`src/rtl/knn_pkg.sv`:
```
// Shared types and default sizing for the k-nearest-neighbour sort controller.
package knn_pkg;

    localparam int unsigned DEF_L      = 4;
    localparam int unsigned DEF_W      = 16;
    localparam int unsigned DEF_TYPE_W = 3;
    localparam int unsigned DEF_K      = 4;

    // Distance used for empty best-list slots and unfilled batch lanes.
    localparam logic [DEF_W-1:0] PAD_DIST = '1;

    typedef enum logic [2:0] {
        IDLE,
        FILL,
        SORT,
        UPDATE,
        DONE
    } state_t;

endpackage

```
`src/rtl/knn_batch_buf.sv`:
```
// Batch register file: lanes 0..K-1 hold the running best list, lanes K..N-1 the
// samples of the batch being filled. Supports clear, single-lane write and capture.
module knn_batch_buf
    import knn_pkg::*;
#(
    parameter int unsigned L      = DEF_L,
    parameter int unsigned W      = DEF_W,
    parameter int unsigned TYPE_W = DEF_TYPE_W,
    parameter int unsigned K      = DEF_K
) (
    input  logic                       clk,
    input  logic                       rst,
    input  logic                       clear,
    input  logic                       capture,
    input  logic                       wr_en,
    input  logic [L-1:0]               wr_lane,
    input  logic [W-1:0]               wr_dist,
    input  logic [TYPE_W-1:0]          wr_type,
    input  logic [W*K-1:0]             cap_dist,
    input  logic [TYPE_W*K-1:0]        cap_type,
    output logic [W*(2**L)-1:0]        lane_dist,
    output logic [TYPE_W*(2**L)-1:0]   lane_type
);

    localparam int unsigned N = 2 ** L;

    logic [W-1:0]      dist_q [N];
    logic [TYPE_W-1:0] type_q [N];

    always_ff @(posedge clk or negedge rst) begin
        if (!rst) begin
            for (int unsigned i = 0; i < N; i++) begin
                dist_q[i] <= '1;
                type_q[i] <= '0;
            end
        end else if (clear) begin
            for (int unsigned i = 0; i < N; i++) begin
                dist_q[i] <= '1;
                type_q[i] <= '0;
            end
        end else if (capture) begin
            // New best list comes from the sorter; the sample lanes are re-padded
            // so a short follow-on batch needs no separate pad step.
            for (int unsigned i = 0; i < K; i++) begin
                dist_q[i] <= cap_dist[W*i +: W];
                type_q[i] <= cap_type[TYPE_W*i +: TYPE_W];
            end
            for (int unsigned i = K; i < N; i++) begin
                dist_q[i] <= '1;
                type_q[i] <= '0;
            end
        end else if (wr_en) begin
            dist_q[wr_lane] <= wr_dist;
            type_q[wr_lane] <= wr_type;
        end
    end

    always_comb begin
        lane_dist = '0;
        lane_type = '0;
        for (int unsigned i = 0; i < N; i++) begin
            lane_dist[W*i +: W]           = dist_q[i];
            lane_type[TYPE_W*i +: TYPE_W] = type_q[i];
        end
    end

endmodule

```
`src/rtl/knn_sort_ctrl.sv`:
```
// Streams samples into batches for an external sorter and keeps the K nearest.
// Optional sorter watchdog and error port: define KNN_SORT_CTRL_WATCHDOG_EN.
module knn_sort_ctrl
    import knn_pkg::*;
#(
    parameter int unsigned L       = DEF_L,
    parameter int unsigned W       = DEF_W,
    parameter int unsigned TYPE_W  = DEF_TYPE_W,
    parameter int unsigned K       = DEF_K,
    parameter int unsigned TIMEOUT = 64
) (
    input  logic                       clk,
    input  logic                       rst,
    input  logic                       start,
    input  logic                       in_valid,
    output logic                       in_ready,
    input  logic [W-1:0]               in_dist,
    input  logic [TYPE_W-1:0]          in_type,
    input  logic                       in_last,
    output logic                       sort_in_valid,
    output logic                       sort_ascending,
    output logic [W*(2**L)-1:0]        sort_in,
    output logic [TYPE_W*(2**L)-1:0]   sort_in_type,
    input  logic [W*(2**L)-1:0]        sort_out,
    input  logic [TYPE_W*(2**L)-1:0]   sort_out_type,
    input  logic                       sort_out_valid,
    output logic [W*K-1:0]             knn_dist,
    output logic [TYPE_W*K-1:0]        knn_type,
    output logic                       knn_valid,
    output logic                       busy
`ifdef KNN_SORT_CTRL_WATCHDOG_EN
    ,
    output logic                       error
`endif
);

    localparam int unsigned N        = 2 ** L;
    localparam logic [L-1:0] LAST_CNT = L'(N - K - 1);
    localparam logic [L-1:0] K_LANE   = L'(K);

    state_t      state;
    logic [L-1:0] cnt;
    logic        last_seen;
    logic        accept;
    logic        buf_clear;
    logic        buf_capture;

    assign accept         = in_valid & in_ready;
    assign buf_clear      = (state == IDLE) && start;
    assign buf_capture    = (state == SORT) && sort_out_valid;
    assign sort_ascending = 1'b1;

    // Sorter lanes above K-1 are discarded by design.
    logic unused_sort_hi;
    assign unused_sort_hi = ^{sort_out[W*N-1:W*K], sort_out_type[TYPE_W*N-1:TYPE_W*K]};

    knn_batch_buf #(
        .L      (L),
        .W      (W),
        .TYPE_W (TYPE_W),
        .K      (K)
    ) u_buf (
        .clk       (clk),
        .rst       (rst),
        .clear     (buf_clear),
        .capture   (buf_capture),
        .wr_en     (accept),
        .wr_lane   (K_LANE + cnt),
        .wr_dist   (in_dist),
        .wr_type   (in_type),
        .cap_dist  (sort_out[W*K-1:0]),
        .cap_type  (sort_out_type[TYPE_W*K-1:0]),
        .lane_dist (sort_in),
        .lane_type (sort_in_type)
    );

`ifdef KNN_SORT_CTRL_WATCHDOG_EN
    localparam int unsigned      WD_W    = $clog2(TIMEOUT + 1);
    localparam logic [WD_W-1:0] WD_LAST = WD_W'(TIMEOUT - 1);
    logic [WD_W-1:0] wd_cnt;
`else
    logic unused_cfg;
    assign unused_cfg = (TIMEOUT == 0);
`endif

    always_ff @(posedge clk or negedge rst) begin
        if (!rst) begin
            state         <= IDLE;
            cnt           <= '0;
            last_seen     <= 1'b0;
            in_ready      <= 1'b0;
            sort_in_valid <= 1'b0;
            knn_valid     <= 1'b0;
            busy          <= 1'b0;
            knn_dist      <= '1;
            knn_type      <= '0;
`ifdef KNN_SORT_CTRL_WATCHDOG_EN
            wd_cnt        <= '0;
            error         <= 1'b0;
`endif
        end else begin
            sort_in_valid <= 1'b0;
            knn_valid     <= 1'b0;
            case (state)
                IDLE: begin
                    if (start) begin
                        state     <= FILL;
                        cnt       <= '0;
                        last_seen <= 1'b0;
                        in_ready  <= 1'b1;
                        busy      <= 1'b1;
                    end
                end
                FILL: begin
                    if (accept) begin
                        if (in_last || cnt == LAST_CNT) begin
                            state         <= SORT;
                            in_ready      <= 1'b0;
                            sort_in_valid <= 1'b1;
                            last_seen     <= in_last;
`ifdef KNN_SORT_CTRL_WATCHDOG_EN
                            wd_cnt        <= '0;
`endif
                        end else begin
                            cnt <= cnt + L'(1);
                        end
                    end
                end
                SORT: begin
                    if (sort_out_valid) begin
                        state <= UPDATE;
`ifdef KNN_SORT_CTRL_WATCHDOG_EN
                    end else if (wd_cnt == WD_LAST) begin
                        state <= IDLE;
                        busy  <= 1'b0;
                        error <= 1'b1;
                    end else begin
                        wd_cnt <= wd_cnt + WD_W'(1);
`endif
                    end
                end
                UPDATE: begin
                    if (last_seen) begin
                        state     <= DONE;
                        knn_valid <= 1'b1;
                        knn_dist  <= sort_in[W*K-1:0];
                        knn_type  <= sort_in_type[TYPE_W*K-1:0];
                    end else begin
                        state    <= FILL;
                        cnt      <= '0;
                        in_ready <= 1'b1;
                    end
                end
                DONE: begin
                    state <= IDLE;
                    busy  <= 1'b0;
                end
                default: state <= IDLE;
            endcase
        end
    end

endmodule

```
`config.mk`:
```
export PLATFORM = sky130hd
export DESIGN_NAME = knn_sort_ctrl
export DESIGN_NICKNAME = d
export VERILOG_FILES = /design/src/rtl/knn_pkg.sv /design/src/rtl/knn_batch_buf.sv /design/src/rtl/knn_sort_ctrl.sv
export SDC_FILE = /design/constraint.sdc
export NUM_CORES = 1
export LEC_CHECK = 0
export CORE_AREA = 2 2 277 279
export CTS_CLUSTER_SIZE = 16
export DETAILED_ROUTE_END_ITERATION = 8
export DIE_AREA = 0 0 279 281
export SLEW_MARGIN = 20
export SYNTH_ARGS = -nofsm -noshare
export SYNTH_HDL_FRONTEND = slang
export SYNTH_SLANG_ARGS = --single-unit
```
`constraint.sdc`:
```
create_clock -name clk -period 4.3 [get_ports clk]
set_input_delay 0.86 -clock clk [delete_from_list [all_inputs] [get_ports clk]]
set_output_delay 0.86 -clock clk [all_outputs]
set_load 0.03 [all_outputs]
```
==> flow_summary.toml <==
[place]
place.port_buffers = 484
hpwlAfterDp_mm = 50.4
pre_cts_ws_ns = 1.08
placed_cell_area_um2 = 22600
dp.cells = 3159
globalplace.congestion = 0.798

[setup_path]
rrSetupSlack_ns = 1.72
path_depth = 1
critPathCaptureType = "output port"
startpoint_type = "register"
worst-path-buf-inv = 1
reg2regPathDepth = 6
worstSetupPathType = "register to output port"
critPathArrivalTime_ns = 1.88
worst_path_max_delay_cell = "clkdlybuf4s50_1"
crit_family = "buffers and inverters"
crit_required_ns = 3.44
cp_cell_sequence = "clkdlybuf4s50_1"
slowest_delay_ns = 0.77
path_max_fanout = 10

[cts]
cts_resized = 0
cts_tree = "built"
cts.sinks = 392
htreeDepth = 2
cts_max_path_buffers = 3
cts_setup_buffers = 0
hold_buffers = 0
cts-root-buf = "clkbuf_16"
insertion_delay_ns = 0.59
clk_pin_slew_ns = 0.06
cts-buffers-inserted = 46

[timing]
finalHoldViolations = 0
setup_viol = 0
setup-tns-final_ns = 0
period_share = 0.637
fmax_mhz = 365
period_minus_slack_ns = 2.74
finalWorstSetupSlack_ns = 1.56
rsz0062_at_grt = "false"
clock_skew_ns = 0.0166
slew_headroom = 0.261
maxSlewViolCount = 0
tightest_slew_ns = 1.11

[min_path]
hold_class = "input pin to asynchronous set/reset pin"

[logic_synthesis]
ys_ff_latch = 392
synth_top_area_cell = "dfstp_2"
synth_fp_nets = 2131
synth.distinct_cells = 53
ys_warn_count = 0
synth-edff-count = 0
yosysTopAreaCellShare = 0.503
synthesis.area_um2 = 16700
async_flop_share = 1.00
synthTopCellsByArea = "dfstp_2 50%, nand2_1 16%, dfrtp_1 11%"
netlist_instances = 1798
ys.flop_type = "dfstp_2"
syn_area_per_cell_um2 = 9.30
yosysSeqAreaShare = 0.610

[run]
maxCapViolCount = 0

[layout]
drive_gt1_frac = 0.219
final_cell_mix = "725 x nand2_1, 473 x clkdlybuf4s50_1, 320 x dfstp_2"
fin_cells = 3246
final_common_cell = "nand2_1"
fillerInstances = 7801
final_cell_area_um2 = 24100
area_delta_synth_final_pct = 44.2
regArea_um2 = 10200
nNetsFinal = 2562
multi_input_area_um2 = 5840

[route]
drt-wirelength-per-cell_um = 22.8
drc = 0
firstDrtPassIters = 7
drtIter0Drc = 946
viasPerCell = 4.56
vias = 14800
routed_wirelength_mm = 74.0
ant_nets = 0

[die]
core_area_um2 = 75400
die_w_um = 279
die_y_um = 281
die_area_um2 = 78400
row_count = 101
ioPinCount = 714
start_util = 0.222

[grt]
grt-ovfl-total = 0
grt_util_all_layers = 0.184
grt_antenna_before_repair = 5
grt_pass1_vias = 14800
grt_pass1_wl_mm = 106
grt_max_degree = 90

[pwr]
vdd_drop_max_mv = 0.247
powerDensity_nw_per_um2 = 639
p_leak_nw = 10.4

[status]
status = "complete, no violations"
[metal layers]
metal / routed length (um) / track usage / vias to the layer above / part of all wire
met2: 34500 / 0.300 / 607 / 0.47
met4: 1910 / 0.0496 / 2 / 0.026
met3: 6290 / 0.0592 / 104 / 0.085
li1: - / - / 6728 / -
met1: 31300 / 0.233 / 7364 / 0.42
met5: 9 / 0 / - / 0.00012
[final cells by class]
type	count	area share
inverters	12	0.00187
well taps	978	0.0507
clock inverters	21	0.00903
repair buffers	536	0.218
multi-input cells	1241	0.242
diodes	1	0.000104
clock buffers	65	0.0548
flip-flops and latches	392	0.423
[cells by family (layout without fill, tap and decap cells)]
logic type,count (synthesis),after routing,synth area share
AOI/OAI and AO/OA,195,195,0.0767
xor gates and xnor gates,1,1,0.000524
adders and majority gates,4,4,0.00299
buffers and inverters,165,634,0.0435
DFF,392,392,0.610
muxes,20,20,0.0133
other,1,2,0.000224
and+or+nand+nor,1020,1020,0.252
[power breakdown]
part / switching (W) / total, W / internal (W)
registers: 0.000594 / 0.00561 / 0.00501
logic: 0.00365 / 0.00579 / 0.00214
clock network: 0.00172 / 0.00401 / 0.00230
total: 0.00596 / 0.0154 / 0.00945
[synth_stat cells, drive strengths merged, types with 12 or more instances]
master,count
a21oi,89
a221o,17
and2,13
buf,73
clkbuf,80
dfrtp,72
dfstp,320
inv,12
mux2,18
nand2,726
nand3,200
nor2,62
o21ai,29
o2bb2ai,25
[worst paths after layout]
kind                                          start                                to
setup / recovery               in_ready$_DFFE_PN0P_                          in_ready
hold / removal                                  rst   u_buf.lane_type[11]$_DFFE_PN0P_
setup reg to reg               state[1]$_DFFE_PN0P_          knn_dist[57]$_DFFE_PN1P_
hold reg to reg            knn_dist[45]$_DFFE_PN1P_          knn_dist[45]$_DFFE_PN1P_
max in group asynchronous                       rst  u_buf.lane_dist[143]$_DFFE_PN1P_
min in group clk           knn_dist[45]$_DFFE_PN1P_          knn_dist[45]$_DFFE_PN1P_
[flip-flops by register name (all words and copies together), names as in the netlist, 3 cells and up]
| name | flops |
|---|---|
| u_buf.lane_dist | 256 |
| knn_dist | 64 |
| u_buf.lane_type | 48 |
| knn_type | 12 |
| cnt | 4 |
| state | 3 |
[metrics by stage]
step	power, W	hold WS (ns)	utilization
2_1_floorplan	0.00892	0.519	-
3_3_place_gp	0.0114	0.446	0.299
3_5_place_dp	0.0115	0.447	0.299
4_1_cts	0.0156	0.313	0.320
5_1_grt	0.0162	0.353	0.320
6_report	0.0154	0.334	0.320
Note: power is estimated with default switching activity, not from simulation.
